===== src/rtl/hms_time_counter.sv =====
// hms_time_counter: 24-hour time-of-day keeper in packed BCD, with a run/set mode FSM.
// Latency: all outputs are registered and update on the clk edge that samples tick or a button edge.
// Backpressure: none; tick and button edges are consumed in the cycle they occur and nothing stalls.
// Ports: clk, clr (async active-high), tick (1 Hz one-cycle pulse), mode_btn / inc_btn
//   (debounced levels), hour_bcd / min_bcd / sec_bcd (packed BCD time),
//   mode (0=RUN, 1=SET_HOUR, 2=SET_MIN), day_carry (pulse on 23:59:59 -> 00:00:00).
// Optional macro HMS_ALARM_EN adds alarm_hour_bcd / alarm_min_bcd inputs and the alarm output.
module hms_time_counter #(
  parameter int START_HOUR = 0,
  parameter int START_MIN  = 0
) (
  input  logic       clk,
  input  logic       clr,
  input  logic       tick,
  input  logic       mode_btn,
  input  logic       inc_btn,
  output logic [7:0] hour_bcd,
  output logic [7:0] min_bcd,
  output logic [7:0] sec_bcd,
  output logic [1:0] mode,
`ifdef HMS_ALARM_EN
  input  logic [7:0] alarm_hour_bcd,
  input  logic [7:0] alarm_min_bcd,
  output logic       alarm,
`endif
  output logic       day_carry
);

  typedef enum logic [1:0] {
    RUN      = 2'd0,
    SET_HOUR = 2'd1,
    SET_MIN  = 2'd2
  } mode_t;

  localparam logic [7:0] RST_HOUR = {4'(START_HOUR / 10), 4'(START_HOUR % 10)};
  localparam logic [7:0] RST_MIN  = {4'(START_MIN / 10), 4'(START_MIN % 10)};

  // Increment a packed-BCD field; bit 8 flags the wrap from 'last' back to 00.
  function automatic logic [8:0] bcd_inc(input logic [7:0] v, input logic [7:0] last);
    if (v == last)
      bcd_inc = {1'b1, 8'h00};
    else if (v[3:0] == 4'd9)
      bcd_inc = {1'b0, v[7:4] + 4'd1, 4'd0};
    else
      bcd_inc = {1'b0, v[7:4], v[3:0] + 4'd1};
  endfunction

  mode_t      state, state_nxt;
  logic       mode_q, inc_q;
  logic       mode_edge, inc_edge;
  logic [8:0] sec_inc, min_inc, hour_inc;
  logic [7:0] hour_nxt, min_nxt, sec_nxt;
  logic       day_nxt;

  assign mode_edge = mode_btn & ~mode_q;
  assign inc_edge  = inc_btn & ~inc_q;

  assign sec_inc  = bcd_inc(sec_bcd, 8'h59);
  assign min_inc  = bcd_inc(min_bcd, 8'h59);
  assign hour_inc = bcd_inc(hour_bcd, 8'h23);

  assign mode = state;

  // Tick and inc are judged against the current state; the mode edge only picks
  // the next state, so a tick or inc coinciding with a mode edge still lands.
  always_comb begin
    state_nxt = state;
    hour_nxt  = hour_bcd;
    min_nxt   = min_bcd;
    sec_nxt   = sec_bcd;
    day_nxt   = 1'b0;
    case (state)
      RUN: begin
        if (tick) begin
          sec_nxt = sec_inc[7:0];
          if (sec_inc[8]) begin
            min_nxt = min_inc[7:0];
            if (min_inc[8]) begin
              hour_nxt = hour_inc[7:0];
              day_nxt  = hour_inc[8];
            end
          end
        end
        if (mode_edge) state_nxt = SET_HOUR;
      end
      SET_HOUR: begin
        if (inc_edge) hour_nxt = hour_inc[7:0];
        if (mode_edge) state_nxt = SET_MIN;
      end
      SET_MIN: begin
        if (inc_edge) min_nxt = min_inc[7:0];
        if (mode_edge) begin
          state_nxt = RUN;
          sec_nxt   = 8'h00;
        end
      end
      default: state_nxt = RUN;
    endcase
  end

  always_ff @(posedge clk or posedge clr) begin
    if (clr) begin
      state     <= RUN;
      mode_q    <= 1'b0;
      inc_q     <= 1'b0;
      hour_bcd  <= RST_HOUR;
      min_bcd   <= RST_MIN;
      sec_bcd   <= 8'h00;
      day_carry <= 1'b0;
    end else begin
      state     <= state_nxt;
      mode_q    <= mode_btn;
      inc_q     <= inc_btn;
      hour_bcd  <= hour_nxt;
      min_bcd   <= min_nxt;
      sec_bcd   <= sec_nxt;
      day_carry <= day_nxt;
    end
  end

`ifdef HMS_ALARM_EN
  logic [5:0] alarm_cnt;
  logic       alarm_hit;

  // Only a running tick can land exactly on hh:mm:00; set-mode edits never trigger.
  assign alarm_hit = (state == RUN) && tick && (hour_nxt == alarm_hour_bcd) &&
                     (min_nxt == alarm_min_bcd) && (sec_nxt == 8'h00);

  always_ff @(posedge clk or posedge clr) begin
    if (clr) begin
      alarm     <= 1'b0;
      alarm_cnt <= 6'd0;
    end else if (mode_edge || ((state == RUN) && inc_edge)) begin
      alarm <= 1'b0;
    end else if (alarm_hit) begin
      alarm     <= 1'b1;
      alarm_cnt <= 6'd0;
    end else if (alarm && (state == RUN) && tick) begin
      // Self-clear on the 60th tick after the one that raised it.
      if (alarm_cnt == 6'd59) alarm <= 1'b0;
      alarm_cnt <= alarm_cnt + 6'd1;
    end
  end
`else
  // No alarm state in this build.
`endif

endmodule

===== config.mk =====
export PLATFORM = sky130hd
export DESIGN_NAME = hms_time_counter
export DESIGN_NICKNAME = d
export VERILOG_FILES = /design/src/rtl/hms_time_counter.sv
export SDC_FILE = /design/constraint.sdc
export NUM_CORES = 1
export LEC_CHECK = 0
export CORE_UTILIZATION = 48
export CTS_CLUSTER_SIZE = 28
export DETAILED_ROUTE_END_ITERATION = 10
export HOLD_SLACK_MARGIN = 0.1
export PLACE_DENSITY = 0.84
export SKIP_CTS_REPAIR_TIMING = 1
export SLEW_MARGIN = 20
export SYNTH_ARGS = -nofsm -noshare
export SYNTH_HDL_FRONTEND = slang
export SYNTH_SLANG_ARGS = --single-unit

===== constraint.sdc =====
create_clock -name clk -period 3.7 [get_ports clk]
set_input_delay 0.74 -clock clk [delete_from_list [all_inputs] [get_ports clk]]
set_output_delay 0.74 -clock clk [all_outputs]
set_load 0.02 [all_outputs]

==> impl_metrics.env, run 1 <==
export IMPL_run_status="completed"
export IMPL_crit_path_end="mode[1]"
export IMPL_fin_crit_ns=2.40
export IMPL_fin_crit_sh_pct=65.0
export IMPL_cts_sinks=29
export IMPL_multi_input_area_sq_um=823
export IMPL_synth_cells=152
export IMPL_core_sq_um=3130
export IMPL_die_w_microns=60.1
export IMPL_netlist_top_cells_count="dfrtp_1 (29), nor2_1 (13), ha_1 (12), inv_1 (11), o21ai_0 (8)"
export IMPL_slew_limit_headroom_pct=60.8
export IMPL_path_buf_inv=1
export IMPL_grt_first_pass_wirelength_microns=5520
export IMPL_cts_tree="done"
export IMPL_worstReg2RegStart="min_bcd[0]$_DFFE_PP0P_"
export IMPL_crit_path_max_incr_delay_ns=0.70
export IMPL_synth_distinct_cells=44
export IMPL_grt_max_degree=30
export IMPL_nets=202
export IMPL_synth_seq_cells=29
export IMPL_overflow=0
export IMPL_vias_per_cell=5.67
export IMPL_start_kind="register"
export IMPL_die_h_microns=60.1
export IMPL_ios=32
export IMPL_synthFlopType="dfrtp_1"
export IMPL_finalSetupViolCount=0
export IMPL_synth_top_family_by_area="simple AND/OR/NAND/NOR gates"
export IMPL_synth_edf_count=0
export IMPL_start_util_pct=51.8
export IMPL_drive_gt1_share_pct=10.3
export IMPL_crit_cells=1
export IMPL_drtPass1Iterations=4
export IMPL_drtIter0Drc=37
export IMPL_powerDensity_nw_per_um2=671
export IMPL_drc=0
export IMPL_clk_latency_ns=0.32
export IMPL_synth_area_leader_cell="dfrtp_1"
export IMPL_crit_fanout=17
export IMPL_regToRegSetupSlack_ns=1.69
export IMPL_synth_area_sq_um=1620
export IMPL_avgRoutedWirePerCell_microns=14.4
export IMPL_n_fill_cell=275
export IMPL_register_area_sq_um=726
export IMPL_yosys_warnings=0
export IMPL_cpMaxStageDelayCell="clkdlybuf4s50_1"
export IMPL_detail_route_antenna_nets=0
export IMPL_synth_xor_area_share_pct=3.24
export IMPL_r2r_end="hour_bcd[0]$_DFFE_PP0P_"
export IMPL_grt_total_usage_pct=20.8
export IMPL_tns_ns=0
export IMPL_p_leak_nw=0.884
export IMPL_rows=20
export IMPL_startpoint="mode[1]$_DFFE_PP0P_"
export IMPL_reg2reg_depth=5
export IMPL_clk_pin_slew_ns=0.09
export IMPL_muxShareOfSynthArea_pct=5.02
export IMPL_async_reset_ff_share_pct=100
export IMPL_diodes=0
export IMPL_timing_fmax_mhz=416
export IMPL_critical_path_top_delay_family="buffers and inverters"
export IMPL_synth_top_area_share_pct=44.8
export IMPL_place_congestion=0.859
export IMPL_synth_fa_ha_area_share_pct=9.27
export IMPL_avgSynthCellArea_sq_um=10.7
export IMPL_crit_path_end_kind="output pin"
export IMPL_maxSlewViolCount=0
export IMPL_die_area_sq_um=3610
export IMPL_fin_worst_skew_ns=0.00505
export IMPL_cp_required_ns=2.96
export IMPL_h_tree_depth=2
export IMPL_vias=1298
export IMPL_maxCapViolations=0
export IMPL_vdd_ir_drop_max_mv=0.395
export IMPL_max_slew_worst_pin_slew_ns=0.588
export IMPL_synth_area_top_cells="dfrtp_1 (45%), ha_1 (9.3%), mux2_2 (3.5%)"
export IMPL_seq_area_frac_synth_pct=44.8
export IMPL_total_power_mw=1.35
export IMPL_rsz0062_at_grt="no"
export IMPL_placed_cell_area_sq_um=1960
export IMPL_yosys_area_share_simple_pct=20.1
export IMPL_final_area_sq_um=2010
export IMPL_worstHoldPathType="reg2reg"
export IMPL_synth_compound_area_share_pct=13.2
export IMPL_hold_viol_final=0
export IMPL_clockBufferDepth=2
export IMPL_grt_pass1_vias=1262
export IMPL_place_port_buffers=31
export IMPL_synth_nets=169
export IMPL_setup_worst_path_class="reg2out"
export IMPL_crit_chain="clkdlybuf4s50_1"
export IMPL_final_cells=229
export IMPL_synth_most_common_cell="dfrtp_1"
export IMPL_placedCellCount=222
export IMPL_arrival_ns=1.66
export IMPL_antenna_found_initial=0
export IMPL_numCtsBuffers=5
export IMPL_dp_hpwl_microns=2420
export IMPL_root_buffer="clkbuf_4"
export IMPL_dpl_worst_slack_ns=1.16
export IMPL_fin_ws_ns=1.30
export IMPL_wirelength_microns=3290
export IMPL_area_growth_synth_to_final_pct=24.1
==> how the worst min path moves through the flow <==
stage                     depth (start not counted)               startpoint                       to
after global routing                              1  hour_bcd[7]$_DFFE_PP0P_  hour_bcd[7]$_DFFE_PP0P_
after global placement                            1  hour_bcd[7]$_DFFE_PP0P_  hour_bcd[7]$_DFFE_PP0P_
final                                             1  hour_bcd[7]$_DFFE_PP0P_  hour_bcd[7]$_DFFE_PP0P_
after floorplan                                   3         mode_q$_DFF_PP0_      mode[1]$_DFFE_PP0P_
after detailed placement                          1  hour_bcd[7]$_DFFE_PP0P_  hour_bcd[7]$_DFFE_PP0P_
after CTS                                         1  hour_bcd[7]$_DFFE_PP0P_  hour_bcd[7]$_DFFE_PP0P_
==> metal layers <==
layer | part of all wire, % | GRT usage (%)
met5 | 0 | 0
met4 | 2.8 | 9.63
met3 | 5.1 | 7.58
met2 | 49 | 33.4
met1 | 43 | 24.6
==> cells in the final DEF, fill, tap and decap left out, drive strengths merged, types with 3 or more instances in the layout <==
cell           count
inv               11
clkbuf             7
nand2              7
nor2              13
ha                12
o31ai              3
nor3b              3
and3b              5
mux2               6
dfrtp             29
clkdlybuf4s50     31
xor2               4
nand2b             4
o21ai              9
nand3              5
==> final cells by class <==
cell class,count,share of cell area [%]
sequential,29,36.1
clock buffer,7,2.74
multi-input combinational,107,40.9
timing repair buffer,31,15.4
inverter,11,2.05
tap,44,2.74
==> registers in the layout, indices dropped and copies added, names as in the netlist <==
signal and count:
hour_bcd 8, day_carry 1, inc_q 1, mode_q 1, min_bcd 8, sec_bcd 8
mode 2
==> cells by family after synthesis <==
group                      count (synthesis)
buffers and inverters                     16
AOI/OAI and AO/OA                         27
muxes                                      7
and+or+nand+nor                           55
xor gates and xnor gates                   6
DFF                                       29
adders and majority gates                 12
==> through the flow <==
step           hold WS (ns)  util (%)
2_1_floorplan         0.555         -
6_report              0.501      64.3
4_1_cts               0.503      64.3
3_3_place_gp          0.484      62.5
5_1_grt               0.551      64.3
3_5_place_dp          0.487      62.5
==> power breakdown <==
part           internal [mW]  switching (mW)
clock network         0.0895           0.105
logic                  0.298           0.299
registers              0.408           0.148
Power figures use the tool's default switching activity.
==> run 2: changes to the inputs <==
--- a/config.mk
+++ b/config.mk
@@ -5,7 +5,7 @@
 export SDC_FILE = /design/constraint.sdc
 export NUM_CORES = 1
 export LEC_CHECK = 0
-export CORE_UTILIZATION = 48
+export CORE_UTILIZATION = 46
 export CTS_CLUSTER_SIZE = 28
 export DETAILED_ROUTE_END_ITERATION = 10
 export HOLD_SLACK_MARGIN = 0.1
==> constraint.sdc (replaced) <==
create_clock -name clk -period 2.2 [get_ports clk]
set_input_delay 0.44 -clock clk [delete_from_list [all_inputs] [get_ports clk]]
set_output_delay 0.44 -clock clk [all_outputs]
set_load 0.02 [all_outputs]
==> run 2 against run 1 <==
  * Combinational power rose by 78%
  * Hold slack worse by 0.029 ns
  * Sequential share of layout area is 0.69 points lower
  * Via count rose by 2.5%
  * Clock skew increased by 0.00054 ns
  * Final area increased by 2.1%
  * Largest cell class unchanged
  * Sequential power grew 67%
  * Count of clock-buffer cells in the layout up 1
  * Core utilization decreased by 3.2 points
  * Cell count is 3.9% higher
  * Power up 70%
  * Highest routed layer unchanged
  * First-iteration DRC count up 59%
==> impl_metrics.env, run 2 (synthesized netlist as in run 1, its figures left out) <==
export IMPL_root_buffer="clkbuf_4"
export IMPL_n_fill_cell=307
export IMPL_powerDensity_nw_per_um2=1120
export IMPL_critical_path_top_delay_family="buffers and inverters"
export IMPL_die_w_microns=61.4
export IMPL_regToRegSetupSlack_ns=0.20
export IMPL_maxCapViolations=0
export IMPL_run_status="completed"
export IMPL_drc=0
export IMPL_vias=1330
export IMPL_cts_sinks=29
export IMPL_grt_pass1_vias=1330
export IMPL_clockBufferDepth=2
export IMPL_place_port_buffers=31
export IMPL_nets=208
export IMPL_final_area_sq_um=2050
export IMPL_area_growth_synth_to_final_pct=26.7
export IMPL_utilization_pct=61.0
export IMPL_vias_per_cell=5.59
export IMPL_reg2reg_depth=5
export IMPL_vdd_ir_drop_max_mv=0.622
export IMPL_setup_worst_path_class="reg2out"
export IMPL_arrival_ns=1.64
export IMPL_finalSetupViolCount=0
export IMPL_core_sq_um=3360
export IMPL_grt_first_pass_wirelength_microns=6120
export IMPL_fin_worst_skew_ns=0.00559
export IMPL_antenna_found_initial=0
export IMPL_place_congestion=0.814
export IMPL_ios=32
export IMPL_detail_route_antenna_nets=0
export IMPL_worstHoldPathType="in2async"
export IMPL_crit_path_max_incr_delay_ns=0.60
export IMPL_cp_required_ns=1.76
export IMPL_maxSlewViolCount=0
export IMPL_grt_total_usage_pct=22.9
export IMPL_drtPass1Iterations=4
export IMPL_drtIter0Drc=59
export IMPL_avgRoutedWirePerCell_microns=15.3
export IMPL_numCtsBuffers=5
export IMPL_rows=21
export IMPL_diodes=0
export IMPL_crit_chain="buf_4, clkdlybuf4s50_1"
export IMPL_final_cell_mix="clkdlybuf4s50_1 (31), dfrtp_1 (28), nor2_1 (13)"
export IMPL_hold_slack_ns=0.472
export IMPL_largest_registers="hour_bcd (8), min_bcd (8), sec_bcd (8)"
export IMPL_h_tree_depth=2
export IMPL_die_h_microns=61.4
export IMPL_cts_tree="done"
export IMPL_start_kind="register"
export IMPL_hold_viol_final=0
export IMPL_dp_hpwl_microns=2660
export IMPL_worstReg2RegStart="sec_bcd[4]$_DFFE_PP0P_"
export IMPL_slew_limit_headroom_pct=71.7
export IMPL_cpMaxStageDelayCell="clkdlybuf4s50_1"
export IMPL_overflow=0
export IMPL_rsz0062_at_grt="no"
export IMPL_die_area_sq_um=3760
export IMPL_timing_fmax_mhz=480
export IMPL_p_leak_nw=0.909
export IMPL_final_common_cell="clkdlybuf4s50_1"
export IMPL_crit_fanout=8
export IMPL_drive_gt1_share_pct=12.5
export IMPL_crit_path_end_kind="output pin"
export IMPL_fin_crit_sh_pct=94.7
export IMPL_r2r_end="min_bcd[5]$_DFFE_PP0P_"
export IMPL_placed_cell_area_sq_um=2000
export IMPL_clk_pin_slew_ns=0.09
export IMPL_fin_crit_ns=2.08
export IMPL_max_slew_worst_pin_slew_ns=0.421
export IMPL_total_power_mw=2.29
export IMPL_path_buf_inv=2
export IMPL_clk_latency_ns=0.33
export IMPL_grt_max_degree=30
export IMPL_start_util_pct=48.2
export IMPL_wirelength_microns=3640
## run 2: routing by layer
layer  vias up  wire (microns)  global-route usage, %
met5         -               0                      0
li1        630               -                      -
met2        33            1890                   41.5
met3         8             157                   7.14
met4         0              60                   8.25
met1       659            1530                   25.4
## run 2: cell type report
class / count / area [sq um] / area share, %
Clock buffer: 8 / 48.8 / 2.38
Inverter: 11 / 41.3 / 2.01
Multi-Input combinational cell: 107 / 823 / 40.1
Sequential cell: 29 / 727 / 35.4
Tap cell: 46 / 57.6 / 2.80
Timing Repair Buffer: 37 / 355 / 17.3
## run 2: report_power, final
group	leakage, nW	switching, mW	internal (mW)
registers	0.372	0.242	0.689
clock network	0.0265	0.180	0.127
logic	0.510	0.531	0.525
total	0.909	0.953	1.34
## run 2: worst max-delay path by stage
stage | from | end | cells after the start
2_1_floorplan | min_bcd[5]$_DFFE_PP0P_ | hour_bcd[0]$_DFFE_PP0P_ | 8
3_3_place_gp | tick | min_bcd[5]$_DFFE_PP0P_ | 5
3_5_place_dp | tick | min_bcd[5]$_DFFE_PP0P_ | 5
4_1_cts | mode[1]$_DFFE_PP0P_ | mode[1] | 1
5_1_grt | mode[0]$_DFFE_PP0P_ | mode[0] | 2
6_report | mode[0]$_DFFE_PP0P_ | mode[0] | 2
## run 2: metrics by stage
step	cells	setup WS [ns]	TNS [ns]
global placement	230	0.0496	0
CTS	238	0.0653	0
global route	238	0.0267	0
detailed placement	230	-0.0325	-0.0517
floorplan	152	0.252	0
finish	238	0.117	0
## run 2: worst reg2reg max path, cell delays in order (launching register included)
cell	delay, ns
dfrtp_1	0.45
ha_1	0.24
and4b_2	0.27
a31oi_2	0.37
nand2b_1	0.22
mux2_2	0.35
